--- config.mk ---
export PLATFORM = sky130hd
export DESIGN_NAME = reg_ctr_flat
export DESIGN_NICKNAME = d
export VERILOG_FILES = /design/src/rtl/reg_ctr_pkg.sv /design/src/rtl/reg_ctr_if.sv /design/src/rtl/reg_ctr_next.sv /design/src/rtl/reg_ctr.sv /design/src/flat_wrapper.sv
export SDC_FILE = /design/constraint.sdc
export NUM_CORES = 1
export LEC_CHECK = 0
export ABC_AREA = 1
export CAP_MARGIN = 20
export CORE_UTILIZATION = 45
export DETAILED_ROUTE_END_ITERATION = 6
export GPL_ROUTABILITY_DRIVEN = 0
export PLACE_DENSITY = 0.81
export SLEW_MARGIN = 40
export SYNTH_ARGS = -nofsm -noshare
export SYNTH_HDL_FRONTEND = slang
export SYNTH_SLANG_ARGS = --single-unit
--- constraint.sdc ---
create_clock -name clk -period 1.51 [get_ports clk]
set_input_delay 0.151 -clock clk [delete_from_list [all_inputs] [get_ports clk]]
set_output_delay 0.151 -clock clk [all_outputs]
set_load 0.02 [all_outputs]
--- src/rtl/reg_ctr_pkg.sv ---
// Purpose : shared operation encoding and priority resolution for reg_ctr.
// Latency : n/a (types and a pure function only).
// Backpressure: n/a.
package reg_ctr_pkg;

    typedef enum logic [2:0] {
        OP_HOLD = 3'd0,
        OP_CLR  = 3'd1,
        OP_LD   = 3'd2,
        OP_INC  = 3'd3,
        OP_DEC  = 3'd4,
        OP_SHR  = 3'd5,
        OP_SHL  = 3'd6
    } op_e;

    // Strict priority cl > ld > {inc, dec} > sr > sl > hold.
    // inc and dec together cancel into a hold that still blocks the shifts,
    // which is why that case returns before sr/sl are looked at.
    function automatic op_e resolve_op(input logic cl, input logic ld,
                                       input logic inc, input logic dec,
                                       input logic sr, input logic sl);
        op_e op;
        op = OP_HOLD;
        if (cl)              op = OP_CLR;
        else if (ld)         op = OP_LD;
        else if (inc && dec) op = OP_HOLD;
        else if (inc)        op = OP_INC;
        else if (dec)        op = OP_DEC;
        else if (sr)         op = OP_SHR;
        else if (sl)         op = OP_SHL;
        return op;
    endfunction

endpackage

--- src/rtl/reg_ctr_if.sv ---
// Purpose : control/data bundle between a user and the reg_ctr register.
// Latency : n/a (wiring only).
// Backpressure: none; the register accepts an operation every cycle.
// Ports   : controls cl/ld/inc/dec/sr/sl, serial inputs ir/il, load data in;
//           status out (contents), zero, bnd (bound pulse), sout (shifted-out bit).
interface reg_ctr_if #(
    parameter int DATA_WIDTH = 8
);
    logic                  cl;
    logic                  ld;
    logic                  inc;
    logic                  dec;
    logic                  sr;
    logic                  ir;
    logic                  sl;
    logic                  il;
    logic [DATA_WIDTH-1:0] in;
    logic [DATA_WIDTH-1:0] out;
    logic                  zero;
    logic                  bnd;
    logic                  sout;

    modport master (
        output cl, ld, inc, dec, sr, ir, sl, il, in,
        input  out, zero, bnd, sout
    );

    modport slave (
        input  cl, ld, inc, dec, sr, ir, sl, il, in,
        output out, zero, bnd, sout
    );
endinterface

--- src/rtl/reg_ctr_next.sv ---
// Purpose : combinational next value plus bnd/sout flags for one operation.
// Latency : 0 cycles (pure combinational).
// Backpressure: none.
// Ports   : op (resolved operation), cur (current contents), din (load data),
//           ir/il (serial inputs); nxt, bnd_nxt, sout_nxt (values to register).
module reg_ctr_next
    import reg_ctr_pkg::*;
#(
    parameter int                    DATA_WIDTH  = 8,
    parameter logic [DATA_WIDTH-1:0] RESET_VALUE = '0,
    parameter logic [DATA_WIDTH-1:0] MAX_VALUE   = '1,
    parameter bit                    SATURATE    = 1'b0
) (
    input  op_e                   op,
    input  logic [DATA_WIDTH-1:0] cur,
    input  logic [DATA_WIDTH-1:0] din,
    input  logic                  ir,
    input  logic                  il,
    output logic [DATA_WIDTH-1:0] nxt,
    output logic                  bnd_nxt,
    output logic                  sout_nxt
);

    localparam logic [DATA_WIDTH-1:0] ONE = {{(DATA_WIDTH-1){1'b0}}, 1'b1};

    always_comb begin
        nxt      = cur;
        bnd_nxt  = 1'b0;
        sout_nxt = 1'b0;
        unique case (op)
            OP_CLR: nxt = RESET_VALUE;
            OP_LD:  nxt = din;
            OP_INC: begin
                // >= rather than == so a shifted or loaded value above the
                // limit still counts as having reached the bound.
                if (cur >= MAX_VALUE) begin
                    bnd_nxt = 1'b1;
                    nxt     = SATURATE ? MAX_VALUE : '0;
                end else begin
                    nxt = cur + ONE;
                end
            end
            OP_DEC: begin
                if (cur == '0) begin
                    bnd_nxt = 1'b1;
                    nxt     = SATURATE ? '0 : MAX_VALUE;
                end else begin
                    nxt = cur - ONE;
                end
            end
            OP_SHR: begin
                nxt      = {ir, cur[DATA_WIDTH-1:1]};
                sout_nxt = cur[0];
            end
            OP_SHL: begin
                nxt      = {cur[DATA_WIDTH-2:0], il};
                sout_nxt = cur[DATA_WIDTH-1];
            end
            default: nxt = cur;
        endcase
    end

endmodule

--- src/rtl/reg_ctr.sv ---
// Purpose : parametrised load/count/shift register with registered status flags.
// Latency : 1 cycle; an operation sampled on edge N is visible after edge N.
// Backpressure: none; one operation accepted per cycle, never stalls.
// Ports   : clk, rst_n (async active-low), bus (reg_ctr_if slave: controls,
//           load data, out/zero/bnd/sout status).
module reg_ctr
    import reg_ctr_pkg::*;
#(
    parameter int                    DATA_WIDTH  = 8,
    parameter logic [DATA_WIDTH-1:0] RESET_VALUE = '0,
    parameter logic [DATA_WIDTH-1:0] MAX_VALUE   = '1,
    parameter bit                    SATURATE    = 1'b0
) (
    input  logic     clk,
    input  logic     rst_n,
    reg_ctr_if.slave bus
);

    op_e                   op;
    logic [DATA_WIDTH-1:0] out_q;
    logic [DATA_WIDTH-1:0] out_nxt;
    logic                  bnd_q;
    logic                  bnd_nxt;
    logic                  sout_q;
    logic                  sout_nxt;

    assign op = resolve_op(bus.cl, bus.ld, bus.inc, bus.dec, bus.sr, bus.sl);

    reg_ctr_next #(
        .DATA_WIDTH (DATA_WIDTH),
        .RESET_VALUE(RESET_VALUE),
        .MAX_VALUE  (MAX_VALUE),
        .SATURATE   (SATURATE)
    ) u_next (
        .op      (op),
        .cur     (out_q),
        .din     (bus.in),
        .ir      (bus.ir),
        .il      (bus.il),
        .nxt     (out_nxt),
        .bnd_nxt (bnd_nxt),
        .sout_nxt(sout_nxt)
    );

    // bnd and sout are rewritten every cycle so they read as single-cycle pulses.
    always_ff @(posedge clk or negedge rst_n) begin
        if (!rst_n) begin
            out_q  <= RESET_VALUE;
            bnd_q  <= 1'b0;
            sout_q <= 1'b0;
        end else begin
            out_q  <= out_nxt;
            bnd_q  <= bnd_nxt;
            sout_q <= sout_nxt;
        end
    end

    assign bus.out  = out_q;
    assign bus.zero = (out_q == '0);
    assign bus.bnd  = bnd_q;
    assign bus.sout = sout_q;

endmodule

--- src/flat_wrapper.sv ---
// flat-port wrapper written by rule: the top's interface ports become plain ports
module reg_ctr_flat import reg_ctr_pkg::*;
#(
    parameter int                    DATA_WIDTH  = 8,
    parameter logic [DATA_WIDTH-1:0] RESET_VALUE = '0,
    parameter logic [DATA_WIDTH-1:0] MAX_VALUE   = '1,
    parameter bit                    SATURATE    = 1'b0
)
  (clk, rst_n, bus_cl, bus_ld, bus_inc, bus_dec, bus_sr, bus_ir, bus_sl, bus_il, bus_in, bus_out, bus_zero, bus_bnd, bus_sout);
  reg_ctr_if #(.DATA_WIDTH(DATA_WIDTH)) bus_i ();
  input  logic clk;
  input  logic rst_n;
  input wire logic [$bits(bus_i.cl)-1:0] bus_cl;
  input wire logic [$bits(bus_i.ld)-1:0] bus_ld;
  input wire logic [$bits(bus_i.inc)-1:0] bus_inc;
  input wire logic [$bits(bus_i.dec)-1:0] bus_dec;
  input wire logic [$bits(bus_i.sr)-1:0] bus_sr;
  input wire logic [$bits(bus_i.ir)-1:0] bus_ir;
  input wire logic [$bits(bus_i.sl)-1:0] bus_sl;
  input wire logic [$bits(bus_i.il)-1:0] bus_il;
  input wire logic [$bits(bus_i.in)-1:0] bus_in;
  output wire logic [$bits(bus_i.out)-1:0] bus_out;
  output wire logic [$bits(bus_i.zero)-1:0] bus_zero;
  output wire logic [$bits(bus_i.bnd)-1:0] bus_bnd;
  output wire logic [$bits(bus_i.sout)-1:0] bus_sout;
  assign bus_i.cl = bus_cl;
  assign bus_i.ld = bus_ld;
  assign bus_i.inc = bus_inc;
  assign bus_i.dec = bus_dec;
  assign bus_i.sr = bus_sr;
  assign bus_i.ir = bus_ir;
  assign bus_i.sl = bus_sl;
  assign bus_i.il = bus_il;
  assign bus_i.in = bus_in;
  assign bus_out = bus_i.out;
  assign bus_zero = bus_i.zero;
  assign bus_bnd = bus_i.bnd;
  assign bus_sout = bus_i.sout;
  reg_ctr #(.DATA_WIDTH(DATA_WIDTH), .RESET_VALUE(RESET_VALUE), .MAX_VALUE(MAX_VALUE), .SATURATE(SATURATE)) u_core (.clk(clk), .rst_n(rst_n), .bus(bus_i));
endmodule
==> flow_metrics.tcl <==
set metrics [dict create \
    pin_count 29 \
    worstSetupEndpointType "flip-flop" \
    yosysSeqAreaShare_pct 20.3 \
    finalCritPeriodShare_pct 102 \
    p_per_area_mw_per_mm2 872 \
    hold_buffers 0 \
    synth.largest_area_cell "nand2_1" \
    cap_violations 0 \
    path_cells "buf_6, ha_4, nand2_4, inv_2, nand2_2, nor3_2, buf_4, nor2_1, nand2_1, nand2_2, nor2_2, nand3_1" \
    cts_sinks 10 \
    path_depth 12 \
    preCtsSetupSlack_ps -218 \
    slowest_delay_ps 380 \
    critical_path_required_ps 1670 \
    netlist_instances 206 \
    dr_total_vias 1590 \
    drt_iter0_drc 98 \
    ys_types 26 \
    ant_nets 0 \
    grt_max_degree 13 \
    fp.coreArea_mm2 0.00252 \
    slew_headroom_pct 70.4 \
    period_needed_ps 1530 \
    cp_top_family "simple AND/OR/NAND/NOR gates" \
    pwr-share-clk_pct 12.5 \
    final_cell_mix "nand2_1 (69), buf_4 (29), nor2_1 (24), nand3_1 (21), clkdlybuf4s50_1 (19)" \
    slew_violations 0 \
    initial_utilization_pct 48.9 \
    finalSetupViolCount 4 \
    antenna_cells 0 \
    worst_pin_slew_ps 443 \
    path_common_cell "nand2_2" \
    final-hold-violation-count 0 \
    fin_util_pct 73.0 \
    yosys_warnings 0 \
    slowest_stage "dfrtp_2" \
    p_switching_mw 0.740 \
    rsz0062_at_grt "true" \
    cts-root-buf "clkbuf_4" \
    clk_path_buf_depth 2 \
    netlist_area_mm2 0.00123 \
    synth.top_cell.area_share_pct 22.2 \
    drive_above_1_share_pct 26.9 \
    post_drt_wl_per_cell_um 13.2 \
    clk_transition_reported_paths_ps 70 \
    crit_type "flip-flop to flip-flop" \
    cp.arrival_ps 1700 \
    insertion_delay_ps 270 \
    holdWs_ps 185 \
    synth.area.top_cells "nand2_1 (22%), dfrtp_1 (20%), nand3_1 (8.5%)" \
    worst-path-buf-inv 3 \
    rows 18 \
    final_nets 285 \
    path_max_fanout 5 \
    internal-power_mw 0.866 \
    htreeDepth 1 \
    r2r_cells 12 \
    antenna_found_initial 0 \
    portBuffers 28 \
    seq_power_share_pct 21.6 \
    layout_setup_ws_ps -24.5 \
    routed_wl_um 3890 \
    syn_area_per_cell_um2 5.98 \
    first_pass_iters 5 \
    ys_ff_latch 10 \
    die_w_um 54.3 \
    track_usage_pct 29.2 \
    cts_tree "done" \
    synth_nets 226 \
    switching_share_pct 46.1 \
    p_leak_nw 0.963 \
    grt_pass1_vias 1369 \
    fmax_mhz 652 \
    grt_overflow_total 0 \
    die-area_mm2 0.00295 \
    p_comb_share_pct 65.9 \
    final_common_cell "nand2_1" \
    dp_hpwl_um 2930 \
    failed_checks "setup timing" \
    hp-class "input pin to asynchronous set/reset pin" \
    routed_via_density 5.41 \
    skew_ps 2.80 \
    start_kind "flip-flop" \
    chipHeight_um 54.3 \
    ir_drop_uv 859 \
    syn_to_final_growth_pct 49.4 \
    status "finished, violations left" \
    grt_pass1_wl_um 6030 \
    cts_buffers 3 \
    drc_errors 0 \
]
==> cells in the mapped netlist <==
cell type	instances
nand2_1	73
nor2_1	28
nand3_1	21
inv_1	15
nand4_1	15
dfrtp_1	10
inv_2	7
o21ai_0	7
buf_2	4
nand2_2	3
nand3_2	3
nor2_8	3
ha_1	2
nor2_2	2
nor3_1	2
a21oi_1	1
a21oi_4	1
a22o_1	1
clkbuf_1	1
clkinv_1	1
nand2_8	1
nand3_4	1
nor2_4	1
nor3_2	1
o21ai_1	1
xor2_1	1
==> sequential cells by signal (all words and copies together) (netlist names) <==
| name | flops |
|---|---|
| u_core.bus.bnd | 1 |
| u_core.bus.sout | 1 |
| u_core.bus.out | 8 |
==> kinds of logic (layout without fill, tap and decap cells) <==
family                     Yosys count  count (layout)  share of synthesized area [%]
adders and majority gates            2               2                           2.03
DFF                                 10              10                           20.3
buffers and inverters               28              86                           8.93
and+or+nand+nor                    154             154                           62.3
AOI/OAI and AO/OA                   11              11                           5.68
xor gates and xnor gates             1               1                          0.711
==> final timing paths <==
kind                                    from           endpoint  slack [ps]
setup / recovery           u_core.bus.out[1]  u_core.bus.out[0]         -20
hold / removal                         rst_n  u_core.bus.out[4]         190
setup reg to reg           u_core.bus.out[1]  u_core.bus.out[0]         -20
hold reg to reg            u_core.bus.out[4]  u_core.bus.out[4]         740
max in group asynchronous              rst_n  u_core.bus.out[1]        1000
min in group clk                   bus_in[0]  u_core.bus.out[0]         440
==> cell type report <==
| type | count | area, um^2 |
|---|---|---|
| timing repair buffer | 59 | 512 |
| clock buffer | 4 | 26.3 |
| inverter | 23 | 86.3 |
| multi-input combinational | 168 | 927 |
| fill | 202 | 681 |
| tap | 30 | 37.5 |
| sequential | 10 | 253 |
==> timing repair <==
item	4_1_cts	5_1_grt
endpoints found under the hold margin	0	0
pin swaps	6	5
gates resized for setup	23	10
buffers inserted	1	1
endpoints found under the setup margin	15	10
==> power groups by stage <==
stage / combinational, mW / sequential [mW] / clock [mW]
2_1_floorplan: 0.455 / 0.432 / 0
3_3_place_gp: 0.967 / 0.345 / 0
3_5_place_dp: 0.981 / 0.348 / 0
4_1_cts: 0.997 / 0.346 / 0.202
5_1_grt: 1.15 / 0.352 / 0.215
6_report: 1.06 / 0.347 / 0.201
==> per-layer routing <==
| metal | wire length (um) | up-vias | part of all wire, % | GRT usage [%] |
|---|---|---|---|---|
| met2 | 1800 | 102 | 46 | 47.0 |
| met4 | 194 | 0 | 5.0 | 13.7 |
| li1 | - | 780 | - | - |
| met5 | 0 | - | 0 | 0 |
| met3 | 371 | 26 | 9.5 | 7.50 |
| met1 | 1520 | 682 | 39 | 36.1 |
==> through the flow <==
stage                     instance area [um^2]  instances  setup TNS [ps]  power (mW)
after global routing                      1840        294            -662        1.72
final                                     1840        294           -44.4        1.61
after CTS                                 1800        293           -15.4        1.55
after global placement                    1750        288           -1280        1.31
after detailed placement                  1750        288           -1520        1.33
after floorplan                           1230        206               0       0.887
Note: power is estimated with default switching activity, not from simulation.
